### src/rtl/hazard_control_if.sv
// Hazard controller bundle: pipeline tags/control in, forwarding/stall/flush out.
// The pipeline side uses master, the controller uses slave.
interface hazard_control_if #(
    parameter int R     = 4,
    parameter int CNT_W = 16
);
    logic [R-1:0]     RA1D;
    logic [R-1:0]     RA2D;
    logic [R-1:0]     RA1E;
    logic [R-1:0]     RA2E;
    logic [R-1:0]     A3E;
    logic [R-1:0]     A3M;
    logic [R-1:0]     A3W;
    logic             RegWriteE;
    logic             RegWriteM;
    logic             RegWriteW;
    logic             MemtoRegE;
    logic             BranchTakenE;
    logic             mem_req;
    logic             mem_ready;
    logic [1:0]       ForwardAE;
    logic [1:0]       ForwardBE;
    logic             StallF;
    logic             StallD;
    logic             StallE;
    logic             StallM;
    logic             FlushD;
    logic             FlushE;
    logic             FlushW;
    logic             mem_err;
    logic [CNT_W-1:0] stall_cycles;
    logic [CNT_W-1:0] flush_count;

    modport master (
        output RA1D, RA2D, RA1E, RA2E, A3E, A3M, A3W,
        output RegWriteE, RegWriteM, RegWriteW,
        output MemtoRegE, BranchTakenE, mem_req, mem_ready,
        input  ForwardAE, ForwardBE,
        input  StallF, StallD, StallE, StallM,
        input  FlushD, FlushE, FlushW,
        input  mem_err, stall_cycles, flush_count
    );

    modport slave (
        input  RA1D, RA2D, RA1E, RA2E, A3E, A3M, A3W,
        input  RegWriteE, RegWriteM, RegWriteW,
        input  MemtoRegE, BranchTakenE, mem_req, mem_ready,
        output ForwardAE, ForwardBE,
        output StallF, StallD, StallE, StallM,
        output FlushD, FlushE, FlushW,
        output mem_err, stall_cycles, flush_count
    );
endinterface

### src/rtl/hazard_control.sv
// Pipeline hazard controller: operand forwarding, load-use and branch
// handling, data-memory wait with timeout, saturating stall/flush counters.
module hazard_control #(
    parameter int R           = 4,
    parameter int MEM_TIMEOUT = 15,
    parameter int CNT_W       = 16
) (
    input  logic           clk,
    input  logic           rst,
    hazard_control_if.slave hc
);
    localparam int WC_W = $clog2(MEM_TIMEOUT + 1);
    localparam logic [WC_W-1:0] TIMEOUT = WC_W'(MEM_TIMEOUT);
    localparam logic [CNT_W-1:0] CNT_MAX = '1;

    typedef enum logic [1:0] {
        RUN      = 2'b00,
        MEM_WAIT = 2'b01,
        MEM_ERR  = 2'b10
    } state_e;

    state_e           state_q, state_d;
    logic [WC_W-1:0]  wait_q, wait_d;
    logic             err_q, err_d;
    logic [CNT_W-1:0] stall_q, stall_d;
    logic [CNT_W-1:0] flush_q, flush_d;

    logic       ldstall;
    logic       memstall;
    logic       br_flush;
    logic [1:0] fwd_a, fwd_b;
    logic       stall_f, stall_d_o, stall_e, stall_m;
    logic       flush_d_o, flush_e, flush_w;

    // Memory stage result is newer than writeback, so it wins.
    function automatic logic [1:0] fwd_sel(
        input logic [R-1:0] ra,
        input logic [R-1:0] a3m,
        input logic         wem,
        input logic [R-1:0] a3w,
        input logic         wew
    );
        if (wem && (a3m == ra)) return 2'b10;
        if (wew && (a3w == ra)) return 2'b01;
        return 2'b00;
    endfunction

    assign ldstall = hc.MemtoRegE & hc.RegWriteE &
                     ((hc.RA1D == hc.A3E) | (hc.RA2D == hc.A3E));
    assign memstall = hc.mem_req & ~hc.mem_ready;

    assign fwd_a = fwd_sel(hc.RA1E, hc.A3M, hc.RegWriteM,
                           hc.A3W, hc.RegWriteW);
    assign fwd_b = fwd_sel(hc.RA2E, hc.A3M, hc.RegWriteM,
                           hc.A3W, hc.RegWriteW);

    // Prioritised stall/flush decode; reset forces all pipeline regs clear.
    always_comb begin
        hc.ForwardAE = 2'b00;
        hc.ForwardBE = 2'b00;
        stall_f      = 1'b0;
        stall_d_o    = 1'b0;
        stall_e      = 1'b0;
        stall_m      = 1'b0;
        flush_d_o    = 1'b0;
        flush_e      = 1'b0;
        flush_w      = 1'b0;
        br_flush     = 1'b0;
        if (!rst) begin
            flush_d_o = 1'b1;
            flush_e   = 1'b1;
            flush_w   = 1'b1;
        end else begin
            hc.ForwardAE = fwd_a;
            hc.ForwardBE = fwd_b;
            if ((state_q == MEM_ERR) || memstall) begin
                stall_f   = 1'b1;
                stall_d_o = 1'b1;
                stall_e   = 1'b1;
                stall_m   = 1'b1;
                flush_w   = 1'b1;
            end else if (hc.BranchTakenE) begin
                flush_d_o = 1'b1;
                flush_e   = 1'b1;
                br_flush  = 1'b1;
            end else if (ldstall) begin
                stall_f   = 1'b1;
                stall_d_o = 1'b1;
                flush_e   = 1'b1;
            end
        end
    end

    assign hc.StallF = stall_f;
    assign hc.StallD = stall_d_o;
    assign hc.StallE = stall_e;
    assign hc.StallM = stall_m;
    assign hc.FlushD = flush_d_o;
    assign hc.FlushE = flush_e;
    assign hc.FlushW = flush_w;

    // Memory wait tracking and saturating performance counters.
    always_comb begin
        state_d = state_q;
        wait_d  = wait_q;
        err_d   = err_q;
        stall_d = stall_q;
        flush_d = flush_q;
        unique case (state_q)
            RUN: begin
                if (memstall) begin
                    state_d = MEM_WAIT;
                    wait_d  = WC_W'(1);
                end
            end
            MEM_WAIT: begin
                if (hc.mem_ready) begin
                    state_d = RUN;
                    wait_d  = '0;
                end else if (wait_q == TIMEOUT) begin
                    state_d = MEM_ERR;
                    err_d   = 1'b1;
                end else begin
                    wait_d = wait_q + WC_W'(1);
                end
            end
            MEM_ERR: begin
                err_d = 1'b1;
            end
            default: begin
                state_d = RUN;
                wait_d  = '0;
            end
        endcase
        if (stall_f && (stall_q != CNT_MAX)) begin
            stall_d = stall_q + CNT_W'(1);
        end
        if (br_flush && (flush_q != CNT_MAX)) begin
            flush_d = flush_q + CNT_W'(1);
        end
    end

    // State register with synchronous active-low reset.
    always_ff @(posedge clk) begin
        if (!rst) begin
            state_q <= RUN;
            wait_q  <= '0;
            err_q   <= 1'b0;
            stall_q <= '0;
            flush_q <= '0;
        end else begin
            state_q <= state_d;
            wait_q  <= wait_d;
            err_q   <= err_d;
            stall_q <= stall_d;
            flush_q <= flush_d;
        end
    end

    assign hc.mem_err      = err_q;
    assign hc.stall_cycles = stall_q;
    assign hc.flush_count  = flush_q;
endmodule

### src/flat_wrapper.sv
// flat-port wrapper written by rule: the top's interface ports become plain ports
module hazard_control_flat 
#(
    parameter int R           = 4,
    parameter int MEM_TIMEOUT = 15,
    parameter int CNT_W       = 16
)
  (clk, rst, hc_RA1D, hc_RA2D, hc_RA1E, hc_RA2E, hc_A3E, hc_A3M, hc_A3W, hc_RegWriteE, hc_RegWriteM, hc_RegWriteW, hc_MemtoRegE, hc_BranchTakenE, hc_mem_req, hc_mem_ready, hc_ForwardAE, hc_ForwardBE, hc_StallF, hc_StallD, hc_StallE, hc_StallM, hc_FlushD, hc_FlushE, hc_FlushW, hc_mem_err, hc_stall_cycles, hc_flush_count);
  hazard_control_if #(.R(R), .CNT_W(CNT_W)) hc_i ();
  input  logic clk;
  input  logic rst;
  input wire logic [$bits(hc_i.RA1D)-1:0] hc_RA1D;
  input wire logic [$bits(hc_i.RA2D)-1:0] hc_RA2D;
  input wire logic [$bits(hc_i.RA1E)-1:0] hc_RA1E;
  input wire logic [$bits(hc_i.RA2E)-1:0] hc_RA2E;
  input wire logic [$bits(hc_i.A3E)-1:0] hc_A3E;
  input wire logic [$bits(hc_i.A3M)-1:0] hc_A3M;
  input wire logic [$bits(hc_i.A3W)-1:0] hc_A3W;
  input wire logic [$bits(hc_i.RegWriteE)-1:0] hc_RegWriteE;
  input wire logic [$bits(hc_i.RegWriteM)-1:0] hc_RegWriteM;
  input wire logic [$bits(hc_i.RegWriteW)-1:0] hc_RegWriteW;
  input wire logic [$bits(hc_i.MemtoRegE)-1:0] hc_MemtoRegE;
  input wire logic [$bits(hc_i.BranchTakenE)-1:0] hc_BranchTakenE;
  input wire logic [$bits(hc_i.mem_req)-1:0] hc_mem_req;
  input wire logic [$bits(hc_i.mem_ready)-1:0] hc_mem_ready;
  output wire logic [$bits(hc_i.ForwardAE)-1:0] hc_ForwardAE;
  output wire logic [$bits(hc_i.ForwardBE)-1:0] hc_ForwardBE;
  output wire logic [$bits(hc_i.StallF)-1:0] hc_StallF;
  output wire logic [$bits(hc_i.StallD)-1:0] hc_StallD;
  output wire logic [$bits(hc_i.StallE)-1:0] hc_StallE;
  output wire logic [$bits(hc_i.StallM)-1:0] hc_StallM;
  output wire logic [$bits(hc_i.FlushD)-1:0] hc_FlushD;
  output wire logic [$bits(hc_i.FlushE)-1:0] hc_FlushE;
  output wire logic [$bits(hc_i.FlushW)-1:0] hc_FlushW;
  output wire logic [$bits(hc_i.mem_err)-1:0] hc_mem_err;
  output wire logic [$bits(hc_i.stall_cycles)-1:0] hc_stall_cycles;
  output wire logic [$bits(hc_i.flush_count)-1:0] hc_flush_count;
  assign hc_i.RA1D = hc_RA1D;
  assign hc_i.RA2D = hc_RA2D;
  assign hc_i.RA1E = hc_RA1E;
  assign hc_i.RA2E = hc_RA2E;
  assign hc_i.A3E = hc_A3E;
  assign hc_i.A3M = hc_A3M;
  assign hc_i.A3W = hc_A3W;
  assign hc_i.RegWriteE = hc_RegWriteE;
  assign hc_i.RegWriteM = hc_RegWriteM;
  assign hc_i.RegWriteW = hc_RegWriteW;
  assign hc_i.MemtoRegE = hc_MemtoRegE;
  assign hc_i.BranchTakenE = hc_BranchTakenE;
  assign hc_i.mem_req = hc_mem_req;
  assign hc_i.mem_ready = hc_mem_ready;
  assign hc_ForwardAE = hc_i.ForwardAE;
  assign hc_ForwardBE = hc_i.ForwardBE;
  assign hc_StallF = hc_i.StallF;
  assign hc_StallD = hc_i.StallD;
  assign hc_StallE = hc_i.StallE;
  assign hc_StallM = hc_i.StallM;
  assign hc_FlushD = hc_i.FlushD;
  assign hc_FlushE = hc_i.FlushE;
  assign hc_FlushW = hc_i.FlushW;
  assign hc_mem_err = hc_i.mem_err;
  assign hc_stall_cycles = hc_i.stall_cycles;
  assign hc_flush_count = hc_i.flush_count;
  hazard_control #(.R(R), .MEM_TIMEOUT(MEM_TIMEOUT), .CNT_W(CNT_W)) u_core (.clk(clk), .rst(rst), .hc(hc_i));
endmodule
### config.mk
export PLATFORM = sky130hd
export DESIGN_NAME = hazard_control_flat
export DESIGN_NICKNAME = d
export VERILOG_FILES = /design/src/rtl/hazard_control_if.sv /design/src/rtl/hazard_control.sv /design/src/flat_wrapper.sv
export SDC_FILE = /design/constraint.sdc
export NUM_CORES = 1
export LEC_CHECK = 0
export BUFFER_PORTS_ARGS = -buffer_cell sky130_fd_sc_hd__buf_2
export CORE_AREA = 2 2 93 95
export CTS_BUF_LIST = sky130_fd_sc_hd__clkbuf_4 sky130_fd_sc_hd__clkbuf_8
export DETAILED_ROUTE_END_ITERATION = 10
export DIE_AREA = 0 0 95 97
export GPL_ROUTABILITY_DRIVEN = 0
export MAX_ROUTING_LAYER = met4
export PLACE_DENSITY = 0.51
export SETUP_SLACK_MARGIN = 0.2
export SLEW_MARGIN = 10
export SYNTH_ARGS = -nofsm -noshare
export SYNTH_HDL_FRONTEND = slang
export SYNTH_SLANG_ARGS = --single-unit
export TNS_END_PERCENT = 5
### constraint.sdc
create_clock -name clk -period 2.35 [get_ports clk]
set_input_delay 0.47 -clock clk [delete_from_list [all_inputs] [get_ports clk]]
set_output_delay 0.47 -clock clk [all_outputs]
set_load 0.01 [all_outputs]
After elaboration in Yosys (flattened, before gate mapping)
Index checks and enable logic that the tools add are counted.

word-level totals
  bits of input ports = 37
  register bits = 39
  word-level logic and storage cells = 83
  output and inout port bits = 44

operators by class
  bitwise gates (word level) = 6
  mux-type cells = 41
  add/sub/neg operators = 3
  reductions and logical operators = 12
  eq/ne operators = 16

operators by type and width
  cell                                                  number
  adder 16 x 1 -> 16 bit (second input constant)        2
  != test 16 bit (second input constant)                2
  two-way mux 2 bit                                     13
  equality test 4 bit                                   6
  two-way mux 1 bit                                     22
  two-way mux 4 bit                                     3
  one-hot mux 4 bit (3 select lines)                    1
  AND reduction 3 bit                                   3
  logical AND 1 bit                                     6
  one-hot mux 2 bit (3 select lines)                    1
  adder 4 x 1 -> 4 bit (second input constant)          1
  equality test 4 bit (second input constant)           1
  != test 2 x 1 -> 1 bit (second input constant)        2
  bitwise AND 1 bit                                     3
  != test 3 x 2 -> 1 bit (second input constant)        1
  != test 3 bit (second input constant)                 1
  equality test 2 x 1 -> 1 bit (second input constant)  1
  equality test 2 bit (second input constant)           1
  zero test 2 bit                                       1
  != test 2 bit (second input constant)                 1
  NOT 1 bit                                             2
  one-hot mux 1 bit (2 select lines)                    1
  nonzero test 2 bit                                    1
  logical OR 1 bit                                      1
  OR 1 bit                                              1

Longest topological paths before layout
  depth after elaboration = 8
  gate-level depth with buffers = 8
  depth with buffers taken out = 7

Worst setup path after synthesis
Ideal clock, no wire load.

  kind = input to output
  start point = input port hc_A3E[1]
  end point = output port hc_FlushE
  arrival = 1.660 ns
  required time = 1.880 ns
  setup slack = 0.220 ns
  path buffers = 0
  stages on the path = 4
  path through = xor2_1 -> nor4_2 -> nor2_1 -> o311ai_0

between the ends
  word-level cells in the longest chain between the ends = 7
  elaborated cells between the ends (all ways) = 8
  classes of those cells = 2 x eq/ne; 4 x mux; 2 x bitwise

RTL lines
  element                RTL line              RTL
  start: declaration     flat_wrapper.sv:16    input wire logic [$bits(hc_i.A3E)-1:0] hc_A3E;
  equality test 4 bit    hazard_control.sv:49  ((hc.RA1D == hc.A3E) | (hc.RA2D == hc.A3E));
  OR 1 bit (*)           hazard_control.sv:49
  bitwise AND 1 bit (*)  hazard_control.sv:48  assign ldstall = hc.MemtoRegE & hc.RegWriteE &
  two-way mux 1 bit (*)  hazard_control.sv:86  end else if (ldstall) begin
  two-way mux 1 bit (*)  hazard_control.sv:82  end else if (hc.BranchTakenE) begin
  two-way mux 1 bit (*)  hazard_control.sv:76  if ((state_q == MEM_ERR) || memstall) begin
  two-way mux 1 bit (*)  hazard_control.sv:69  if (!rst) begin
  end: declaration       flat_wrapper.sv:33    output wire logic [$bits(hc_i.FlushE)-1:0] hc_FlushE;

Mark *: on every way between the ends. The rest lies on a longest branch, timed or not.

Final worst setup path
  start point = input port hc_A3E[1]
  end point = output port hc_StallF

between the ends
  word-level cells in the longest chain between the ends = 7
  elaborated cells between the ends (all ways) = 8
  classes of those cells = 2 x eq/ne; 4 x mux; 2 x bitwise

RTL lines
  element                RTL line              RTL
  equality test 4 bit    hazard_control.sv:49
  OR 1 bit (*)           hazard_control.sv:49
  bitwise AND 1 bit (*)  hazard_control.sv:48
  two-way mux 1 bit (*)  hazard_control.sv:86
  two-way mux 1 bit (*)  hazard_control.sv:82
  two-way mux 1 bit (*)  hazard_control.sv:76
  two-way mux 1 bit (*)  hazard_control.sv:69
  end: declaration       flat_wrapper.sv:28    output wire logic [$bits(hc_i.StallF)-1:0] hc_StallF;

Marks and branches as above.

==> impl_metrics.toml <==
[global_routing]
grt_antenna_before_repair = 0
first_global_vias = 2101
grt_overflow = 0
grt_max_degree = 19
tot_gr_track_use_pct = 13.5
grt_first_pass_wirelength_um = 9830

[min_path]
hold_path_class = "input port to register"
min_path_cells = 2

[setup_path]
arrival_ps = 1600
timing.critical_path.required_ps = 1880
end_kind = "primary output"
path_max_fanout = 6
critical_setup_path_kind = "input port to primary output"
slowest_stage = "sky130_fd_sc_hd__nor4_2"
critPathBufInv = 3
cpMostUsedCell = "sky130_fd_sc_hd__buf_2"
r2r.worst_path.cells = 6
crit_path_start_kind = "input port"
delay_of_the_slowest_critical_path_stage_ps = 320
critPathTopFamily = "simple AND/OR/NAND/NOR gates"
crit_chain = "buf_2, xor2_1, nor4_2, buf_4, o21ai_2, nand2_1, buf_2"
cp.depth = 7

[final_layout]
finalCoreUtilization_pct = 37.3
multi_input_comb_area_um2 = 1540
non_filler_cells_final = 478
finish.net_count = 412
n_antenna_cell = 0
flow.area_growth_from_synthesis_pct = 26.7
filler_cell_count = 857
seqCellArea_um2 = 783
post_route_cells_drive_above_1_share_pct = 30.6

[floorplan]
initial_utilization_pct = 29.5
io_pins = 81
core_um2 = 8130
fp_rows = 33
fp.dieArea_um2 = 9220
die_w_um = 95
chipHeight_um = 97

[yosys]
most_frequently_used_cell_type_in_the_post_synthesis_netlist = "sky130_fd_sc_hd__nand2_1"
synth_sequential_area_ratio_pct = 32.6
post_synth_fa_ha_maj_area_fraction_pct = 1.57
syn_nets = 328
synth_top_cell_area_share_pct = 32.6
synth.largest_area_cell = "sky130_fd_sc_hd__dfxtp_1"
synth.top_cells.by_area = "sky130_fd_sc_hd__dfxtp_1, sky130_fd_sc_hd__mux2i_1, sky130_fd_sc_hd__nand2_1, sky130_fd_sc_hd__xor2_1, sky130_fd_sc_hd__xnor2_1"
synth_area_per_cell_um2 = 8.32
netlist_top_cells_count = "sky130_fd_sc_hd__nand2_1, sky130_fd_sc_hd__dfxtp_1, sky130_fd_sc_hd__nand3_1"
synth_cells = 288
synth_xor_area_share_pct = 10.6
yosys_register_bits = 39
synthMuxAreaShare_pct = 6.68
synth_top_flop_cell = "sky130_fd_sc_hd__dfxtp_1"
synth_simple_gate_area_share_pct = 29.1
synth-compound-area-share_pct = 15.9
synth-async-reset-ratio_pct = 0
number_of_distinct_library_cell_variants_in_the_gate_level_netlist_after_synthesis = 51
syn_area_um2 = 2400
synth_warnings = 0
synth_enable_flop_cells = 0
combinational_family_with_the_most_area_after_synthesis = "simple AND/OR/NAND/NOR gates"

[drt]
postRouteWirelength_um = 5990
post_drt_via_cell_ratio = 4.86
route.vias.total = 2322
post-route-drc-count = 0
first_pass_detailed_route_iteration_total = 4
detail_route.wl_per_cell_um = 12.5
drt_iter0_drc = 67
post_route_ant_nets = 0

[cts]
clock_pin_slew_on_the_worst_setup_and_hold_paths_ps = 70
number_of_cts_inserted_buffers = 5
clock_sinks = 39
cts_htree_levels = 2
cts_max_path_buffers = 2
post-cts-setup-buffers = 0
clk-insertion-delay-late_ps = 290
tritoncts = "yes"
holdBufCountCts = 0
cts-root-buf = "sky130_fd_sc_hd__clkbuf_8"

[sta]
worst_pin_slew_ps = 514
layout_worst_path_cycle_share_pct = 88.1
worst_slack_ps = 279
finalSetupViolations = 0
slew_headroom_pct = 64.9
min_period_ps = 2070
setup_tns_ps = 0
maxClockFrequency_ghz = 0.483
finalMaxSlewViolations = 0
timing.final.hold_violations = 0
clock_skew_ps = 2.74
unrepaired_setup_endpoints_after_global_routing = "true"

[outcome]
status = "finished clean"

[power]
static_power_due_to_leakage_nw = 1.21
vdd_drop_max_mv = 0.187
total_power_mw = 1.32
pwr_density_cell_nw_per_um2 = 434

[placement]
dp_hpwl_um = 4760
place.detailed.instances = 470
port_buffers = 80
pre_cts_slack_ps = 228

[flow_run]
drv.max_cap_violation_count = 0
==> flip-flops by register name, indices dropped and copies added (netlist names) <==
register / count
u_core.state_q: 2
u_core.wait_q: 4
u_core.hc.mem_err: 1
u_core.hc.stall_cycles: 16
u_core.hc.flush_count: 16
==> cells by family after synthesis <==
logic type | count (synthesis)
mux | 16
compound gates | 55
xor+xnor | 29
simple gates | 128
flops | 39
fa+ha+maj | 3
buf+inv | 18
==> metal layers <==
metal / routed length, µm / global-route usage (%)
met5: 0 / -
met4: 47 / 3.01
met3: 252 / 2.88
met2: 2820 / 21.4
met1: 2870 / 17.7
==> power breakdown <==
| group | leakage [nW] | internal [mW] | total [mW] | switching (mW) |
|---|---|---|---|---|
| registers | 0.316 | 0.668 | 0.677 | 0.00929 |
| logic | 0.847 | 0.0818 | 0.181 | 0.0995 |
| clock network | 0.0491 | 0.231 | 0.460 | 0.229 |
==> repair_timing <==
action	4_1_cts	5_1_grt
pin swaps	0	1
endpoints found under the setup margin	1	11
gates resized for setup	1	4
endpoints found under the hold margin	0	0
==> path summary, 6_finish.rpt <==
kind | start | to | slack, ps
worst min-delay path | hc_mem_ready | u_core.state_q[0] | 410
worst max-delay path | hc_A3E[1] | hc_StallF | 280
worst max register to register | u_core.hc.flush_count[0] | u_core.hc.flush_count[13] | 340
worst min register to register | u_core.hc.mem_err | u_core.hc.mem_err | 460
==> worst reg2reg max path, cell delays in order (launching register included) <==
cell                      delay, ps
sky130_fd_sc_hd__dfxtp_1        360
sky130_fd_sc_hd__ha_1           270
sky130_fd_sc_hd__and2_1         200
sky130_fd_sc_hd__and4_4         200
sky130_fd_sc_hd__a21o_4         260
sky130_fd_sc_hd__or4_1          510
sky130_fd_sc_hd__a21oi_1        140
==> area by class of cell <==
class                           instances  area share (%)
Multi-Input combinational cell        231            50.8
Sequential cell                        39            25.8
Timing Repair Buffer                   89            15.4
Tap cell                              105            4.33
Clock buffer                            7            2.76
Inverter                                6           0.742
Clock inverter                          1           0.165
==> per-stage QoR <==
| stage | instance area [µm²] | hold WS, ps |
|---|---|---|
| after CTS | 3020 | 397 |
| after global placement | 2930 | 455 |
| after floorplan | 2400 | 456 |
| final | 3040 | 407 |
| after global routing | 3040 | 416 |
| after detailed placement | 2930 | 452 |
==> layout by cell type (no fill, tap or decap), types with 2 or more instances in the layout <==
cell,n
sky130_fd_sc_hd__buf_2,80
sky130_fd_sc_hd__nand2_1,40
sky130_fd_sc_hd__dfxtp_1,37
sky130_fd_sc_hd__nand3_1,18
sky130_fd_sc_hd__xor2_1,16
sky130_fd_sc_hd__mux2i_1,16
sky130_fd_sc_hd__a21oi_1,16
sky130_fd_sc_hd__nor2_1,14
sky130_fd_sc_hd__xnor2_1,13
sky130_fd_sc_hd__nand2b_1,9
sky130_fd_sc_hd__buf_4,9
sky130_fd_sc_hd__nand4_1,8
sky130_fd_sc_hd__o21ai_0,8
sky130_fd_sc_hd__and2_1,7
sky130_fd_sc_hd__o31ai_1,7
sky130_fd_sc_hd__nor4_1,6
sky130_fd_sc_hd__a211oi_1,6
sky130_fd_sc_hd__inv_1,5
sky130_fd_sc_hd__clkbuf_8,5
sky130_fd_sc_hd__and4_1,4
sky130_fd_sc_hd__or3_1,4
sky130_fd_sc_hd__o211ai_1,4
sky130_fd_sc_hd__or4_1,3
sky130_fd_sc_hd__ha_1,3
sky130_fd_sc_hd__nor4_2,2
sky130_fd_sc_hd__and3_1,2
sky130_fd_sc_hd__a21boi_0,2
sky130_fd_sc_hd__or3b_2,2
sky130_fd_sc_hd__clkbuf_4,2
sky130_fd_sc_hd__dfxtp_2,2
(Power assumes the default switching activity.)
